**src/rtl/range_ctrl_pkg.sv**
```systemverilog
// range_ctrl_pkg: shared types and default sizing for the range sequencer.
//   state_t            - sequencer state encoding
//   RAM_WORDS_DEF      - default number of result words
//   ADDR_BITS_DEF      - default RAM read address width
//   TIMEOUT_CYCLES_DEF - default BUSY watchdog limit
package range_ctrl_pkg;
  typedef enum logic [1:0] {
    IDLE   = 2'd0,
    LAUNCH = 2'd1,
    BUSY   = 2'd2,
    BROWSE = 2'd3
  } state_t;

  localparam int RAM_WORDS_DEF      = 256;
  localparam int ADDR_BITS_DEF      = 8;
  localparam int TIMEOUT_CYCLES_DEF = 2**24;
endpackage

```
**src/rtl/range_ctrl_press_repeat.sv**
```systemverilog
// press_repeat: rising-edge detector for a debounced button, with an optional
// hold/auto-repeat timer when RANGE_CTRL_AUTO_REPEAT_EN is defined.
//   clk, reset - clock, synchronous active-high reset
//   lvl_i      - debounced button level
//   clr_i      - holds the repeat timer in its cleared state
//   step_o     - one-cycle step request (combinational, consumed at the next edge)
// The previous-level register resets to 1 so a button held through reset has
// to be released and pressed again before it produces a step.
module press_repeat #(
  parameter bit REPEAT_EN     = 1'b0,
  parameter int HOLD_CYCLES   = 10,
  parameter int REPEAT_CYCLES = 4
) (
  input  logic clk,
  input  logic reset,
  input  logic lvl_i,
  input  logic clr_i,
  output logic step_o
);
  logic prev_q;
  logic edge_w;

  always_ff @(posedge clk) begin
    if (reset) prev_q <= 1'b1;
    else       prev_q <= lvl_i;
  end

  assign edge_w = lvl_i & ~prev_q;

`ifdef RANGE_CTRL_AUTO_REPEAT_EN
  localparam int CW = $clog2(HOLD_CYCLES + REPEAT_CYCLES + 1);

  logic [CW-1:0] cnt_q, cnt_d;
  logic          rep_q, rep_d;
  logic          run_w, tick_w;

  // cnt_q holds the number of cycles since the press (first phase) or since
  // the last repeat step (repeat phase); the press edge itself sees cnt_q=0.
  assign run_w  = REPEAT_EN && lvl_i && !clr_i;
  assign tick_w = run_w && (rep_q ? (cnt_q == CW'(REPEAT_CYCLES))
                                  : (cnt_q == CW'(HOLD_CYCLES)));

  always_comb begin
    cnt_d = cnt_q;
    rep_d = rep_q;
    if (!run_w) begin
      cnt_d = '0;
      rep_d = 1'b0;
    end else if (tick_w) begin
      cnt_d = CW'(1);
      rep_d = 1'b1;
    end else begin
      cnt_d = cnt_q + 1'b1;
    end
  end

  always_ff @(posedge clk) begin
    if (reset) begin
      cnt_q <= '0;
      rep_q <= 1'b0;
    end else begin
      cnt_q <= cnt_d;
      rep_q <= rep_d;
    end
  end

  assign step_o = edge_w | tick_w;
`else
  localparam int unused_cfg = HOLD_CYCLES + REPEAT_CYCLES + int'(REPEAT_EN);
  logic unused_clr;
  assign unused_clr = clr_i;
  assign step_o     = edge_w;
`endif
endmodule

```
**src/rtl/range_ctrl.sv**
```systemverilog
// range_ctrl: launches the Collatz range engine from a go press, waits for
// completion under a watchdog, then lets the user browse the result RAM.
// Optional feature macro: RANGE_CTRL_AUTO_REPEAT_EN (auto-repeat on inc/dec).
//   clk, reset        - clock, synchronous active-high reset
//   sw_start          - start value from switches
//   btn_go/inc/dec/home - debounced button levels
//   range_done        - completion from range engine (honoured only in BUSY)
//   range_go          - one-cycle launch strobe
//   range_start       - latched base value
//   range_addr        - RAM read index
//   disp_n            - base + index (combinational)
//   busy/ready/error  - status flags
module range_ctrl
  import range_ctrl_pkg::*;
#(
  parameter int RAM_WORDS      = RAM_WORDS_DEF,
  parameter int ADDR_BITS      = ADDR_BITS_DEF,
  parameter int START_BITS     = 32,
  parameter int HOLD_CYCLES    = 25_000_000,
  parameter int REPEAT_CYCLES  = 5_000_000,
  parameter int TIMEOUT_CYCLES = TIMEOUT_CYCLES_DEF
) (
  input  logic                  clk,
  input  logic                  reset,
  input  logic [START_BITS-1:0] sw_start,
  input  logic                  btn_go,
  input  logic                  btn_inc,
  input  logic                  btn_dec,
  input  logic                  btn_home,
  input  logic                  range_done,
  output logic                  range_go,
  output logic [START_BITS-1:0] range_start,
  output logic [ADDR_BITS-1:0]  range_addr,
  output logic [START_BITS-1:0] disp_n,
  output logic                  busy,
  output logic                  ready,
  output logic                  error
);
  localparam int                   WW      = $clog2(TIMEOUT_CYCLES + 1);
  localparam logic [ADDR_BITS-1:0] IDX_MAX = ADDR_BITS'(RAM_WORDS - 1);

  state_t                state_q;
  logic [START_BITS-1:0] base_q;
  logic [ADDR_BITS-1:0]  idx_q;
  logic [WW-1:0]         wd_q;
  logic                  go_s, home_s, inc_s, dec_s;
  logic                  clr_inc, clr_dec;

  // Repeat timers run only while browsing and only for a lone inc or dec.
  assign clr_inc = (state_q != BROWSE) | btn_dec;
  assign clr_dec = (state_q != BROWSE) | btn_inc;

  press_repeat #(.REPEAT_EN(1'b0), .HOLD_CYCLES(HOLD_CYCLES), .REPEAT_CYCLES(REPEAT_CYCLES))
    u_go   (.clk(clk), .reset(reset), .lvl_i(btn_go),   .clr_i(1'b0),    .step_o(go_s));
  press_repeat #(.REPEAT_EN(1'b0), .HOLD_CYCLES(HOLD_CYCLES), .REPEAT_CYCLES(REPEAT_CYCLES))
    u_home (.clk(clk), .reset(reset), .lvl_i(btn_home), .clr_i(1'b0),    .step_o(home_s));
  press_repeat #(.REPEAT_EN(1'b1), .HOLD_CYCLES(HOLD_CYCLES), .REPEAT_CYCLES(REPEAT_CYCLES))
    u_inc  (.clk(clk), .reset(reset), .lvl_i(btn_inc),  .clr_i(clr_inc), .step_o(inc_s));
  press_repeat #(.REPEAT_EN(1'b1), .HOLD_CYCLES(HOLD_CYCLES), .REPEAT_CYCLES(REPEAT_CYCLES))
    u_dec  (.clk(clk), .reset(reset), .lvl_i(btn_dec),  .clr_i(clr_dec), .step_o(dec_s));

  always_ff @(posedge clk) begin
    if (reset) begin
      state_q  <= IDLE;
      base_q   <= '0;
      idx_q    <= '0;
      wd_q     <= '0;
      range_go <= 1'b0;
      busy     <= 1'b0;
      ready    <= 1'b0;
      error    <= 1'b0;
    end else begin
      range_go <= 1'b0;
      case (state_q)
        IDLE: begin
          if (go_s) begin
            base_q   <= sw_start;
            idx_q    <= '0;
            error    <= 1'b0;
            range_go <= 1'b1;
            state_q  <= LAUNCH;
          end
        end
        LAUNCH: begin
          busy    <= 1'b1;
          wd_q    <= '0;
          state_q <= BUSY;
        end
        BUSY: begin
          // Completion takes precedence over an expiring watchdog.
          if (range_done) begin
            busy    <= 1'b0;
            ready   <= 1'b1;
            idx_q   <= '0;
            state_q <= BROWSE;
          end else if (wd_q == WW'(TIMEOUT_CYCLES - 1)) begin
            busy    <= 1'b0;
            error   <= 1'b1;
            state_q <= IDLE;
          end else begin
            wd_q <= wd_q + 1'b1;
          end
        end
        BROWSE: begin
          if (go_s) begin
            base_q   <= sw_start;
            idx_q    <= '0;
            error    <= 1'b0;
            ready    <= 1'b0;
            range_go <= 1'b1;
            state_q  <= LAUNCH;
          end else if (home_s) begin
            idx_q <= '0;
          end else if (inc_s && !dec_s) begin
            if (idx_q != IDX_MAX) idx_q <= idx_q + 1'b1;
          end else if (dec_s && !inc_s) begin
            if (idx_q != '0) idx_q <= idx_q - 1'b1;
          end
        end
        default: state_q <= IDLE;
      endcase
    end
  end

  assign range_start = base_q;
  assign range_addr  = idx_q;
  assign disp_n      = base_q + START_BITS'(idx_q);
endmodule

```
**config.mk**
```make
export PLATFORM = sky130hd
export DESIGN_NAME = range_ctrl
export DESIGN_NICKNAME = d
export VERILOG_FILES = /design/src/rtl/range_ctrl_pkg.sv /design/src/rtl/range_ctrl_press_repeat.sv /design/src/rtl/range_ctrl.sv
export SDC_FILE = /design/constraint.sdc
export NUM_CORES = 1
export LEC_CHECK = 0
export ABC_AREA = 1
export CAP_MARGIN = 40
export CELL_PAD_IN_SITES_DETAIL_PLACEMENT = 0
export CELL_PAD_IN_SITES_GLOBAL_PLACEMENT = 1
export CORE_UTILIZATION = 35
export DETAILED_ROUTE_END_ITERATION = 7
export GPL_TIMING_DRIVEN = 0
export PLACE_DENSITY = 0.9
export SYNTH_ARGS = -nofsm -noshare
export SYNTH_HDL_FRONTEND = slang
export SYNTH_SLANG_ARGS = --single-unit
```
**constraint.sdc**
```tcl
create_clock -name clk -period 2.85 [get_ports clk]
set_input_delay 0.57 -clock clk [delete_from_list [all_inputs] [get_ports clk]]
set_output_delay 0.57 -clock clk [all_outputs]
set_load 0.05 [all_outputs]
```
# Word level (Yosys, flattened, before mapping)
# Cells that the tools add are included.
# Widths: inputs -> output; s select.
# totals
inputBits	39
regBits	75
out_inout_bits	76
elab_cells	86
# classes
bitwise_logic	9
eq_ne	16
n_mux	26
reduce_logical	19
add_sub_neg	4
# op_table
cell	count
$mux 8	8
$mux 25	2
$pmux 25 s2	1
$add 32x8->32	1
$add 25x1->25 const B	1
$eq 25x24->1 const B	1
$pmux 8 s3	1
$ne 5x5->1 const B	3
$ne 2x2->1 const B	6
$add 8x1->8 const B	1
$ne 8x8->1 const B	1
$reduce_bool 8->1	1
$sub 8x1->8 const B	1
$mux 1	7
$mux 2	3
$pmux 1 s2	3
$pmux 2 s3	1
$reduce_and 2->1	3
$reduce_and 3->1	2
$reduce_and 6->1	1
$reduce_bool 2->1	3
$not 1->1	5
$and 1x1->1	4
$eq 2x2->1 const B	2
9 further kinds	12

# Depth between registers and ports, before layout
# logic_depth
ltp_word	9
depth_mapped	13

# Modules after synthesis
# Synthesis repeated with hierarchy kept, for this count alone.
# unflattened
hier_cells	792
hier_area_um2	5007.3
# by_module_without_submodules
module	cells_per_inst	area_per_inst_um2	instances	seq_area_each_um2
range_ctrl	772	4857.2	1	1421.4
press_repeat	5	37.5	4	20.0

# Worst setup path after synthesis
# OpenSTA, ideal clock, no wires.
# synth_path
path_type	flip-flop to output port
start	register idx_q[3], in the netlist range_addr[3]
end	output disp_n[12]
stages_incl_launch_ff	7
setup_slack_ns	-0.387
arrival_time_ns	2.667
n_path_buf	0
required_time_ns	2.280
path_cell_list	dfxtp_1 ha_1 or2_2 and2_1 a21oi_1 nor2_1 xor2_1
# synth_between
elab_chain_cells	1
# synth_rtl
item	line_no	text
from (decl)	range_ctrl.sv:44	logic [ADDR_BITS-1:0] idx_q;
from (signal assigned)	range_ctrl.sv:115	if (idx_q != IDX_MAX) idx_q <= idx_q + 1'b1;
from (signal assigned)	range_ctrl.sv:117	if (idx_q != '0) idx_q <= idx_q - 1'b1;
$add 32x8->32	range_ctrl.sv:127	assign disp_n = base_q + START_BITS'(idx_q);
to (decl)	range_ctrl.sv:34	output logic [START_BITS-1:0] disp_n,
# No other way between the ends.

# Worst setup path after layout
# layout_path
start	register idx_q[0], in the netlist range_addr[0]
end	output disp_n[8]
# Same word-level chain as after synthesis.

==> results.md <==
* Global-route wire length before repair at about 25,000 µm
* Num CTS Buffers at 9
* Number of nets with antenna violations after detailed routing at 0
* Number of sinks handled by clock tree synthesis at 75
* Leakage power total at 2.89 nW
* Portion of the post-synthesis area used by sequential elements at just over 30%
* Number of global-route vias before repair at 4,961
* Post-synthesis register bit count at 75
* CTS Buffer Depth at 2
* Number of nets in the finished design at between 900 and 1,000
* Run status: finished clean
* Ratio of cells with drive above 1 in the final layout at 14.8%
* Average footprint of a synthesized cell at ~6.4 µm²
* P_sw at 0.00203 W
* Hold Path Class: register to register
* Final Setup Violations at 0
* Startpoint Class: register
* Data arrival time of the critical path at ~2.3 ns
* Min Hold Slack at 0.445 ns
* Tmin final at approximately 2.8 ns
* Drt wl/cell at between 10 and 15 µm
* Gr usage total at between 20 and 25%
* Unique cell type count in the Yosys netlist at 33
* Number of top-level pins at roughly 120
* # port buffers at 113
* Switching share of power at a little over two fifths
* Via-per-instance ratio at approximately 5.0
* Cells along the critical path: ha_4, fa_2, nand2_2, nand2_2, and2_4, a21oi_4, buf_6, xor2_2, buf_6
* Fraction of power consumed by combinational cells at ~45%
* Post-DP HPWL at approximately 12,000 µm
* CP Launch Point: range_addr[0]
* Overflow left after global routing at 0
* Worst Setup EP: disp_n[8]
* Cts hold-fix bufs at 0
* Maximum clock frequency at between 0.3 and 0.4 GHz
* Pin count of the biggest net entering global routing at 14
* DR DRC count at 0
* Hold Path Cell Cnt at 2
* Initial antenna violation count at 0
* Maximum resistive drop on vdd at ~0.4 mV
* Worst endpoint required time at 2.28 ns
* Worst reg2reg endpoint: range_start[16]
* Number of nets produced by synthesis at 843
* Final hold violation count at 0
* Die Outline Area at ~15,000 µm²
* CTS tree: done
* Syn-to-layout area delta at 41.2%
* Max Fanout on Critical Path at 4
* Clock Root Buffer: clkbuf_16
* Highest-delay cell along the critical path: dfxtp_4
* Final core occ at about half
* Power per standard cell area at 658 nW/µm²
* Synth Cell Area at roughly 5000 µm²
* Leading cell type in the layout, fill and taps excluded: nand2_1
* Total number of yosys warnings at 0
* Maxcap violations at 0
* Synthesized instance count at just under 800
* Longest individual stage delay on the worst path at between 0.3 and 0.4 ns
* Global placement routability congestion at between 0.8 and 0.9
* Number of core rows at 43
* Number of cells on the worst reg-to-reg path at 7
* Commonest cells after routing, fill and taps aside: nand2_1 (191), inv_1 (96), nor2_1 (92)
* Worst Setup Path Type: register to output port
* Count of routing violations after the opening detailed-route iteration at between 300 and 400
* Relative slew slack at 59.4%
* CTS clk-pin slew, worst paths at about 0.060 ns
* Flop2flop setup slack at a little over 0.7 ns
* Clock Power Share at a little over a quarter
* CTS H-tree depth at 3
* DIE WIDTH at around 120 µm
* Clock network latency to the later pin of the worst-skew pair at between 0.3 and 0.4 ns
* RSZ-0062 raised after global routing: true
* Max-slew violations at 0
* Setup clock skew after layout at 0.00396 ns
* Period utilisation layout at a little over nine tenths
* Final WL at about 16,000 µm
* Placeable Area at ~14,000 µm²
* Count of vias placed by the detailed router at about 5,500
* N_diodes at 0
* Power Internal at approximately 0.0026 W
* Worst R2R Start: state_q[0]
* Tightest Pin Transition at between 0.6 and 0.7 ns
* Relative contribution of sequential cells to total power at roughly 28%
* Vertical die dimension at 121 µm
* First-pass iteration count of the detailed router at 5
* Category of the worst setup path capture point: output port
* Initial standard-cell utilization of the core at 35.8%
sequential cells by signal (all words and copies together) (netlist names):
signal         cells
state_q            2
range_start       32
u_dec.prev_q       1
wd_q              25
u_home.prev_q      1
error              1
ready              1
busy               1
range_go           1
u_go.prev_q        1
u_inc.prev_q       1
range_addr         8
metal layers:
layer	GRT usage (%)	up-vias	routed length, µm	part of all wire (%)
li1	-	2783	-	-
met1	26.9	2555	7010	45
met2	37.8	141	7610	49
met3	4.46	17	787	5.0
met4	5.94	0	201	1.3
met5	0	-	0	0
power groups by stage:
stage / combinational, W / sequential, W / clock (W)
2_1_floorplan: 0.00118 / 0.00152 / 0
3_3_place_gp: 0.00204 / 0.00130 / 0
3_5_place_dp: 0.00204 / 0.00130 / 0
4_1_cts: 0.00203 / 0.00128 / 0.00129
5_1_grt: 0.00225 / 0.00131 / 0.00133
6_report: 0.00206 / 0.00129 / 0.00126
how the worst min path moves through the flow:
stage	startpoint	to	slack, ns
floorplan	wd_q[24]	wd_q[24]	0.42
detailed placement	wd_q[24]	wd_q[24]	0.44
global route	wd_q[24]	wd_q[24]	0.48
CTS	wd_q[24]	wd_q[24]	0.45
global placement	wd_q[24]	wd_q[24]	0.44
finish	wd_q[24]	wd_q[24]	0.44
metrics by stage:
stage	power, W	setup TNS [ns]	setup WS, ns	cell area (µm²)	cells
floorplan	0.00270	0	0.0241	5100	782
detailed placement	0.00334	-8.75	-0.665	6460	1075
finish	0.00461	0	0.0312	7010	1096
global placement	0.00334	-8.82	-0.662	6460	1075
CTS	0.00460	-0.143	-0.0624	6870	1094
global route	0.00488	-0.375	-0.0463	7010	1096
layout make-up:
| cell class | instances | area (µm²) |
|---|---|---|
| Fill cell | 1425 | 6870 |
| Multi-Input combinational cell | 586 | 3290 |
| Sequential cell | 75 | 1520 |
| Timing Repair Buffer | 119 | 1170 |
| Inverter | 98 | 370 |
| Clock buffer | 10 | 239 |
| Tap cell | 180 | 225 |
| Buffer | 22 | 104 |
| Clock inverter | 6 | 88.8 |
critical path: cells and delay by family, from the launching register on:
kind	cells	cell delay (ns)
buf+inv	2	0.33
simple gates	3	0.30
compound gates	1	0.26
flops	1	0.35
fa+ha+maj	2	0.51
xor+xnor	1	0.16
cells by family (layout without fill, tap and decap cells):
group / Yosys count / count (layout) / synth area share [%]
simple gates: 440 / 440 / 39.2
fa+ha+maj: 22 / 22 / 5.85
compound gates: 97 / 97 / 10.4
xor+xnor: 27 / 27 / 4.76
flops: 75 / 75 / 30.2
buf+inv: 121 / 255 / 9.57
synth_stat cells, drive strengths merged:
library cell  instances  area (µm²)
xnor2                 4        35.0
nor3                 10        50.1
nand2               208         796
a311oi                1        8.76
nand3                81         438
a31oi                 1        6.26
o211ai                1        7.51
and2                  1        6.26
fa                    2        40.0
buf                   8        51.3
a21oi                65         340
inv                  97         364
nand3b                5        37.5
o31ai                 1        7.51
o21ai                26         130
nor4                  5        31.3
nor2                 99         394
xor2                 23         201
dfxtp                75        1500
a21o                  2        15.0
clkinv                1        3.75
ha                   20         250
clkbuf               15        56.3
nand4                26         163
or2                   5        31.3
repair_timing:
action / CTS / global route
resized for setup: 170 / 53
endpoints found under the setup margin: 30 / 28
buffers inserted: 4 / 2
pin swaps: 5 / 7
(Power assumes the default switching activity.)
